[src/rtl/mul_by_add_pkg.sv]
// Shared types for the shift-free multiply-by-repeated-add controller.
// Holds the FSM state encoding and the datapath/iteration width.
package mul_by_add_pkg;

   localparam int DATA_W = 16;

   typedef enum logic [1:0] {
      LDA  = 2'd0,
      LDB  = 2'd1,
      CALC = 2'd2,
      DONE = 2'd3
   } state_t;

   // Every state except the idle operand-A slot belongs to an operation in flight.
   function automatic logic is_busy(input state_t s);
      return (s != LDA);
   endfunction

endpackage

[src/rtl/mba_iter_cnt.sv]
// Add-cycle counter: clears on the multiplier load, counts each product add, holds otherwise.
// Registered count, one-cycle update latency; no backpressure, reads as zero while rst is high.
module mba_iter_cnt
   import mul_by_add_pkg::*;
(
   input  logic              clk,
   input  logic              rst,
   input  logic              clr,
   input  logic              inc,
   output logic [DATA_W-1:0] cnt
);

   logic [DATA_W-1:0] cnt_q;

   always_ff @(posedge clk) begin
      if (rst) begin
         cnt_q <= '0;
      end else if (clr) begin
         cnt_q <= '0;
      end else if (inc) begin
         cnt_q <= cnt_q + DATA_W'(1);
      end
   end

   assign cnt = rst ? '0 : cnt_q;

endmodule

[src/rtl/mul_by_add_ctrl.sv]
// Control FSM for a multiply-by-repeated-add datapath (optional iter_cnt under MBA_ITER_CNT_EN).
// Controls are same-cycle decodes of state; in_valid/out_ready stall the LDA/LDB and DONE states.
module mul_by_add_ctrl
   import mul_by_add_pkg::*;
(
   input  logic              clk,
   input  logic              rst,
   input  logic              in_valid,
   output logic              in_ready,
   input  logic              eqz,
   output logic              ldA,
   output logic              ldB,
   output logic              clrP,
   output logic              ldP,
   output logic              decB,
   output logic              out_valid,
   input  logic              out_ready,
   output logic              busy
`ifdef MBA_ITER_CNT_EN
   ,
   output logic [DATA_W-1:0] iter_cnt
`endif
);

   state_t state_q;
   state_t state_d;

   always_ff @(posedge clk) begin
      if (rst) begin
         state_q <= LDA;
      end else begin
         state_q <= state_d;
      end
   end

   // Outputs are forced low during reset, even before the state register has been cleared.
   always_comb begin
      state_d   = state_q;
      in_ready  = 1'b0;
      ldA       = 1'b0;
      ldB       = 1'b0;
      clrP      = 1'b0;
      ldP       = 1'b0;
      decB      = 1'b0;
      out_valid = 1'b0;
      busy      = 1'b0;
      if (!rst) begin
         busy = is_busy(state_q);
         case (state_q)
            LDA: begin
               in_ready = 1'b1;
               ldA      = in_valid;
               if (in_valid) state_d = LDB;
            end
            LDB: begin
               in_ready = 1'b1;
               ldB      = in_valid;
               clrP     = in_valid;
               if (in_valid) state_d = CALC;
            end
            CALC: begin
               // Stop on eqz so the multiplier counter is never decremented past zero.
               if (!eqz) begin
                  ldP  = 1'b1;
                  decB = 1'b1;
               end else begin
                  state_d = DONE;
               end
            end
            DONE: begin
               out_valid = 1'b1;
               if (out_ready) state_d = LDA;
            end
            default: state_d = LDA;
         endcase
      end
   end

`ifdef MBA_ITER_CNT_EN
   mba_iter_cnt u_iter_cnt (
      .clk (clk),
      .rst (rst),
      .clr (ldB),
      .inc (ldP),
      .cnt (iter_cnt)
   );
`endif

endmodule

[config.mk]
export PLATFORM = sky130hd
export DESIGN_NAME = mul_by_add_ctrl
export DESIGN_NICKNAME = d
export VERILOG_FILES = /design/src/rtl/mul_by_add_pkg.sv /design/src/rtl/mba_iter_cnt.sv /design/src/rtl/mul_by_add_ctrl.sv
export SDC_FILE = /design/constraint.sdc
export NUM_CORES = 1
export LEC_CHECK = 0
export BUFFER_PORTS_ARGS = -buffer_cell sky130_fd_sc_hd__buf_2
export CELL_PAD_IN_SITES_DETAIL_PLACEMENT = 2
export CELL_PAD_IN_SITES_GLOBAL_PLACEMENT = 2
export CORE_UTILIZATION = 19
export CTS_CLUSTER_DIAMETER = 150
export CTS_CLUSTER_SIZE = 10
export DETAILED_ROUTE_END_ITERATION = 10
export HOLD_SLACK_MARGIN = 0.03
export PLACE_DENSITY_LB_ADDON = 0.1
export SKIP_LAST_GASP = 1
export SLEW_MARGIN = 10
export SYNTH_ARGS = -nofsm -noshare
export SYNTH_HDL_FRONTEND = slang
export SYNTH_SLANG_ARGS = --single-unit
[constraint.sdc]
create_clock -name clk -period 1.4 [get_ports clk]
set_clock_uncertainty 0.15 [all_clocks]
set_input_delay 0.42 -clock clk [delete_from_list [all_inputs] [get_ports clk]]
set_output_delay 0.42 -clock clk [all_outputs]
set_load 0.02 [all_outputs]
==> flow_metrics.py, run 1 <==
metrics = {
    "status": {
        "status": "finished with violations",
        "failed_checks": "setup timing",
    },
    "logic_synthesis": {
        "post_synth_num_cell_types": 15,
        "yosysTopAreaCell": "sky130_fd_sc_hd__ha_1",
        "synth_seq_area_share_pct": 16.08,
        "postSynthNetCount": 39,
        "post_synth_top_flop": "sky130_fd_sc_hd__dfxtp_1",
        "synthCells": 29,
        "synthTopCellsByCount": "sky130_fd_sc_hd__ha_1, sky130_fd_sc_hd__nor2_1, sky130_fd_sc_hd__nand2b_1",
        "number_of_synthesized_flops_with_an_enable_pin": 0,
        "synthesis.yosys.warnings": 0,
        "top_post_synthesis_cells_by_area": "sky130_fd_sc_hd__ha_1, sky130_fd_sc_hd__dfxtp_1, sky130_fd_sc_hd__nand2b_1",
        "async_flop_share_pct": 0,
        "synthDominantCellAreaShare_pct": 25.13,
        "yosys_register_bits": 2,
        "synth_area_per_cell_um2": 8.586,
        "mappedNetlistArea_um2": 249.0,
    },
    "pwr": {
        "ir_drop_mv": 0.8557,
        "share_comb_of_total_power_pct": 73.8,
        "cell_internal_pwr_w": 0.0005968,
        "pwr-share-seq_pct": 14.3,
        "p_clk_share_pct": 11.9,
        "powerDensity_nw_per_um2": 1892,
        "power.share.switching_pct": 42.31,
        "power.switching_w": 0.0004377,
        "power.static_leakage_nw": 0.2499,
    },
    "critical_path": {
        "cp_data_arrival_time_ps": 1140,
        "timing.critical_path.slowest_stage_cell": "sky130_fd_sc_hd__dfxtp_4",
        "cp-start-kind": "flop",
        "cp_data_required_time_ps": 830,
        "timing.critical_path.to_type": "output port",
        "timing.critical_path.fanout_max": 4,
        "critical-path-max-stage-delay_ps": 360,
        "path_class": "reg -> out",
        "path_cells": "inv_4, ha_4, and3b_2, buf_6",
    },
    "layout": {
        "largest_register": "state_q",
        "fin_util_pct": 47.29,
        "layout-drive-gt1-share_pct": 80.00,
        "design.final.nets": 62,
        "largest_registers": "state_q x2",
        "max_reg_flops": 2,
        "area_growth_pct": 119.6,
        "insertedDiodeCount": 0,
    },
    "clock_network": {
        "clk_slew_on_worst_s_h_paths_ps": 30,
        "max-clock-path-buffers": 2,
        "clk_root_buffer_cell": "sky130_fd_sc_hd__clkbuf_4",
        "htree_num_levels": 1,
        "numCtsBuffers": 3,
        "cts_tree": "yes",
        "post_cts_hold_buffer_count": 0,
        "clkLatencyLatePin_ps": 220,
        "cts_num_sinks": 2,
    },
    "global_routing": {
        "pin_count_of_the_biggest_net_entering_global_routing": 7,
        "first_pass_grt_wire_length_mm": 1.449,
        "first_global_vias": 307,
        "grt_util_all_layers_pct": 14.91,
        "gr-total-overflow": 0,
        "grt_antenna_before_repair": 0,
    },
    "timing": {
        "finalCritPeriodShare_pct": 122.2,
        "drv_slew": 0,
        "setup_ws_ps": -310.8,
        "final-setup-viol-count": 9,
        "achievable-frequency_ghz": 0.5845,
        "tightest_slew_ps": 181.6,
        "fin_worst_hold_slack_ps": 371.6,
        "timing_hold_violations_final": 0,
        "period_needed_ps": 1711,
        "worst_slew_margin_rel_pct": 87.85,
        "setup_repair_after_global_routing_missed_its_margin": "yes",
    },
    "floorplanning": {
        "rows": 12,
        "start_util_pct": 21.54,
        "coreArea_um2": 1156,
        "io-pin-count": 13,
        "dieWidth_um": 38.20,
        "design.die.area_um2": 1459,
        "die_height_um": 38.20,
    },
    "placement": {
        "dp_hpwl_um": 733,
        "place.port_buffers": 12,
        "place.gp.congestion": 0.7248,
    },
    "routing": {
        "initialDrtViolationCount": 0,
        "detail-route-antenna-nets": 0,
        "detail_route.drc_violations": 0,
        "vias": 272,
        "finalWirelength_um": 892,
        "detailedRoute.firstPassIterationCount": 1,
        "routedWlPerCell_um": 13.94,
        "route.detailed.vias_per_inst": 4.250,
    },
    "flow_run": {
        "max-cap-violations": 0,
    },
    "hold_path": {
        "hold_class": "reg -> reg",
    },
}
[power by group through the flow]
| stage | Clock (W) | Sequential (W) | Combinational, W |
|---|---|---|---|
| after floorplan | 0 | 0.000124 | 0.000391 |
| after global placement | 0 | 0.000122 | 0.000615 |
| after detailed placement | 0 | 0.000126 | 0.000650 |
| after CTS | 0.000131 | 0.000149 | 0.000738 |
| after global routing | 0.000131 | 0.000154 | 0.000830 |
| final | 0.000123 | 0.000148 | 0.000763 |
[through the flow]
step / TNS (ps) / area, um2 / cells / setup slack, ps / total power (W)
after global placement: -782.9 / 429.2 / 59 / -115.1 / 0.0007376
after global routing: -2673 / 546.8 / 64 / -345.3 / 0.001115
after detailed placement: -1079 / 429.2 / 59 / -140.2 / 0.0007761
after CTS: -2630 / 525.5 / 64 / -318.5 / 0.001018
after floorplan: -590.1 / 334.1 / 29 / -164.4 / 0.0005149
final: -2263 / 546.8 / 64 / -310.8 / 0.001035
[per-layer routing]
metal  track usage, %  share of wire (%)  up-vias
li1                 -                  -      139
met1            16.84                 42      125
met2            27.97                 55        8
met3                0                2.2        0
met4            8.036                  0        0
met5                0                  0        -
[kinds of logic after synthesis]
family | count (synthesis) | share of synthesized area [%]
mux | 1 | 4.020
compound gates | 3 | 14.57
fa+ha+maj | 5 | 25.13
flops | 2 | 16.08
simple gates | 13 | 29.65
buf+inv | 5 | 10.55
[timing repair]
action                     CTS  global route
gates resized for setup     20             7
setup endpoints to repair   10            10
pin swaps                    6             4
buffers inserted             2             1
[layout by cell type, fill, tap and decap left out]
cell type	Yosys	layout
sky130_fd_sc_hd__inv_4	0	1
sky130_fd_sc_hd__buf_4	2	9
sky130_fd_sc_hd__and3b_2	1	2
sky130_fd_sc_hd__nand2b_1	4	3
sky130_fd_sc_hd__nand3_2	0	1
sky130_fd_sc_hd__ha_4	0	4
sky130_fd_sc_hd__a311o_1	1	1
sky130_fd_sc_hd__mux2i_1	1	1
sky130_fd_sc_hd__nor2_4	0	2
sky130_fd_sc_hd__nor2_1	5	3
sky130_fd_sc_hd__o21bai_4	1	1
sky130_fd_sc_hd__dfxtp_4	0	2
sky130_fd_sc_hd__ha_1	5	1
sky130_fd_sc_hd__buf_6	0	8
sky130_fd_sc_hd__buf_2	0	4
sky130_fd_sc_hd__clkbuf_4	0	3
sky130_fd_sc_hd__o31ai_2	0	1
sky130_fd_sc_hd__nand2b_4	0	1
sky130_fd_sc_hd__inv_6	0	1
sky130_fd_sc_hd__nor2b_1	1	1
[final timing paths]
| kind | startpoint | to | slack (ps) | cells past startpoint |
|---|---|---|---|---|
| max reg2reg | state_q[1]$_SDFFE_PP0P_ | state_q[0]$_SDFFE_PP0P_ | -20 | 6 |
| max | state_q[1]$_SDFFE_PP0P_ | clrP | -310 | 4 |
| min | state_q[1]$_SDFFE_PP0P_ | state_q[1]$_SDFFE_PP0P_ | 370 | 2 |
| min reg2reg | state_q[1]$_SDFFE_PP0P_ | state_q[1]$_SDFFE_PP0P_ | 370 | 2 |
[layout make-up]
type,instances,area [um2]
Inverter,2,15.01
Fill cell,126,609.3
Sequential cell,2,47.55
Tap cell,14,17.52
Timing Repair Buffer,21,177.7
Clock buffer,3,22.52
Multi-Input combinational cell,22,266.5
[worst max-delay path, delay by kind of cell, from the launching register on]
kind / cells / cell delay (ps)
DFF: 1 / 360
adders and majority gates: 1 / 160
buffers and inverters: 2 / 190
and+or+nand+nor: 1 / 210
No activity file was read; power rests on OpenSTA's default activity.
==> inputs of run 2 (changes only) <==
- BUFFER_PORTS_ARGS: -buffer_cell sky130_fd_sc_hd__buf_2 -> default
- CORE_AREA: default -> 2 2 39 41
- CORE_UTILIZATION: 19 -> default
- DIE_AREA: default -> 0 0 41 43
- DONT_BUFFER_PORTS: default -> 1
- SYNTH_HIERARCHICAL: default -> 1
==> run 2 against run 1 <==
- clock power barely moved
- utilization decreased by 16 points
- sequential share of layout area up 2.3 points
- the run still ends with setup timing left
- largest power group unchanged
- first-iteration DRC count increased by 3
- largest cell class unchanged
- register-to-register slack worse by 30 ps
==> flow_metrics.py, run 2 <==
metrics = {
    "critical_path": {
        "cp_num_buf_inv": 1,
        "timing.critical_path.fanout_max": 4,
        "worst-path-stages": 3,
        "critical-path-max-stage-delay_ps": 360,
        "launching_point_of_the_worst_reg2reg_path": "state_q[1]$_SDFFE_PP0P_",
        "timing.critical_path.to_type": "output port",
        "path_class": "reg -> out",
        "reg2reg_depth": 6,
        "cp_data_arrival_time_ps": 1130,
        "path_cells": "inv_6, ha_4, and3b_2",
        "cp-start-kind": "flop",
        "rr_endpoint": "state_q[0]$_SDFFE_PP0P_",
        "cp_top_family": "flip-flops",
        "cp_data_required_time_ps": 830,
        "worst-r2r-setup-slack_ps": -50,
        "timing.critical_path.slowest_stage_cell": "sky130_fd_sc_hd__dfxtp_4",
    },
    "hold_path": {
        "whs_endpoint": "state_q[0]$_SDFFE_PP0P_",
        "hold_class": "in -> reg",
        "hold_path_startpoint": "rst",
        "min_delay_path_depth": 1,
    },
    "global_routing": {
        "gr-total-overflow": 0,
        "grt_antenna_before_repair": 0,
        "grt_util_all_layers_pct": 9.710,
        "first_global_vias": 245,
        "first_pass_grt_wire_length_mm": 1.097,
        "pin_count_of_the_biggest_net_entering_global_routing": 11,
    },
    "routing": {
        "route.detailed.vias_per_inst": 4.340,
        "routedWlPerCell_um": 12.58,
        "initialDrtViolationCount": 3,
        "detail_route.drc_violations": 0,
        "finalWirelength_um": 667,
        "vias": 230,
        "detailedRoute.firstPassIterationCount": 2,
        "detail-route-antenna-nets": 0,
    },
    "timing": {
        "finalCritPeriodShare_pct": 121.2,
        "worst_slew_margin_rel_pct": 82.19,
        "period_needed_ps": 1697,
        "final-setup-viol-count": 9,
        "fin_worst_hold_slack_ps": 143.7,
        "setup_ws_ps": -296.7,
        "fin_tns_setup_ps": -2182,
        "tightest_slew_ps": 266.5,
        "timing_hold_violations_final": 0,
        "drv_slew": 0,
        "setup_repair_after_global_routing_missed_its_margin": "yes",
        "achievable-frequency_ghz": 0.5894,
    },
    "logic_synthesis": {
        "postSynthNetCount": 39,
        "synthTopCellsByCount": "sky130_fd_sc_hd__ha_1, sky130_fd_sc_hd__nor2_1, sky130_fd_sc_hd__nand2b_1",
        "post_synth_top_flop": "sky130_fd_sc_hd__dfxtp_1",
        "post_synth_num_cell_types": 15,
        "yosysTopAreaCell": "sky130_fd_sc_hd__ha_1",
        "yosys_register_bits": 2,
        "synthesis.yosys.warnings": 6,
        "synth_area_per_cell_um2": 8.586,
        "top_post_synthesis_cells_by_area": "sky130_fd_sc_hd__ha_1, sky130_fd_sc_hd__dfxtp_1, sky130_fd_sc_hd__nand2b_1",
        "synthDominantCellAreaShare_pct": 25.13,
        "synthCells": 29,
        "number_of_synthesized_flops_with_an_enable_pin": 0,
        "synth_seq_area_share_pct": 16.08,
        "mappedNetlistArea_um2": 249.0,
        "async_flop_share_pct": 0,
    },
    "status": {
        "failed_checks": "setup timing",
        "status": "finished with violations",
    },
    "pwr": {
        "power.static_leakage_nw": 0.1788,
        "powerDensity_nw_per_um2": 2086,
        "ir_drop_mv": 0.7000,
        "totalPowerFinal_w": 0.0009005,
    },
    "floorplanning": {
        "die_height_um": 43,
        "io-pin-count": 13,
        "design.die.area_um2": 1763,
        "start_util_pct": 17.99,
        "dieWidth_um": 41,
        "coreArea_um2": 1384,
        "rows": 14,
    },
    "layout": {
        "largest_register": "state_q",
        "max_reg_flops": 2,
        "area_growth_pct": 73.37,
        "insertedDiodeCount": 0,
        "final_common_cell": "sky130_fd_sc_hd__buf_4",
        "final_cell_mix": "sky130_fd_sc_hd__buf_4, sky130_fd_sc_hd__ha_4, sky130_fd_sc_hd__nor2_1, sky130_fd_sc_hd__nand2b_1, sky130_fd_sc_hd__clkbuf_4",
        "layout-drive-gt1-share_pct": 75.68,
        "instances_no_fill": 53,
        "filler_cell_count": 162,
        "largest_registers": "state_q x2",
        "design.final.nets": 49,
    },
    "placement": {
        "place.port_buffers": 0,
        "dp_hpwl_um": 505.6,
        "placed_cells": 47,
        "place.gp.congestion": 0.6041,
    },
    "clock_network": {
        "clk_slew_on_worst_s_h_paths_ps": 30,
        "htree_num_levels": 1,
        "cts_tree": "yes",
        "clkLatencyLatePin_ps": 220,
        "numCtsBuffers": 3,
        "clk_root_buffer_cell": "sky130_fd_sc_hd__clkbuf_4",
        "cts_num_sinks": 2,
        "max-clock-path-buffers": 2,
    },
    "flow_run": {
        "max-cap-violations": 0,
    },
}
[run 2: cell counts after synthesis]
Identical to the previous run, type by type.
[run 2: worst max-delay path by stage]
stage | start | to | slack (ps)
finish | state_q[1]$_SDFFE_PP0P_ | clrP | -300
global route | state_q[0]$_SDFFE_PP0P_ | in_ready | -350
CTS | state_q[1]$_SDFFE_PP0P_ | clrP | -310
detailed placement | state_q[0]$_SDFFE_PP0P_ | in_ready | -130
global placement | state_q[0]$_SDFFE_PP0P_ | in_ready | -120
floorplan | rst | ldB | -160
[run 2: layout make-up]
| type | instances | area [um2] | area share (%) |
|---|---|---|---|
| Multi-Input combinational cell | 22 | 264.0 | 61.16 |
| Timing Repair Buffer | 8 | 60.06 | 13.91 |
| Sequential cell | 2 | 47.55 | 11.01 |
| Clock buffer | 3 | 22.52 | 5.217 |
| Tap cell | 16 | 20.02 | 4.638 |
| Inverter | 2 | 17.52 | 4.058 |
[run 2: cell families (layout without fill, tap and decap cells)]
logic type,after synthesis,in the layout,share of synthesized area (%)
fa+ha+maj,5,5,25.13
simple gates,13,13,29.65
compound gates,3,3,14.57
mux,1,1,4.020
flops,2,2,16.08
buf+inv,5,13,10.55
[run 2: report_power, final]
part | switching, W | internal [W] | total [W] | leakage, nW
clock network | 0.0000311 | 0.0000944 | 0.000125 | 0.0138
registers | 0.0000565 | 0.0000998 | 0.000156 | 0.0178
logic | 0.000306 | 0.000312 | 0.000619 | 0.147
[run 2: metal layers]
layer,wire [um],global-route usage (%),vias to the layer above
li1,-,-,112
met1,253,10.19,113
met2,380,13.75,5
met3,33,4.712,0
met4,0,8.000,0
met5,0,0,-
[run 2: timing repair]
action / CTS / global route
hold buffers: 0 / 0
setup endpoints to repair: 9 / 9
resized for setup: 10 / 2
setup buffers: 3 / 2
hold endpoints to repair: 0 / 0
pin swaps: 8 / 6
[run 2: metrics by stage]
stage	worst slack, ps	cell area (um2)	util, %
6_report	-296.7	431.7	31.19
5_1_grt	-348.9	431.7	31.19
4_1_cts	-307.5	419.2	30.29
3_5_place_dp	-131.1	344.1	24.86
3_3_place_gp	-119.4	344.1	24.86
2_1_floorplan	-164.4	334.1	-
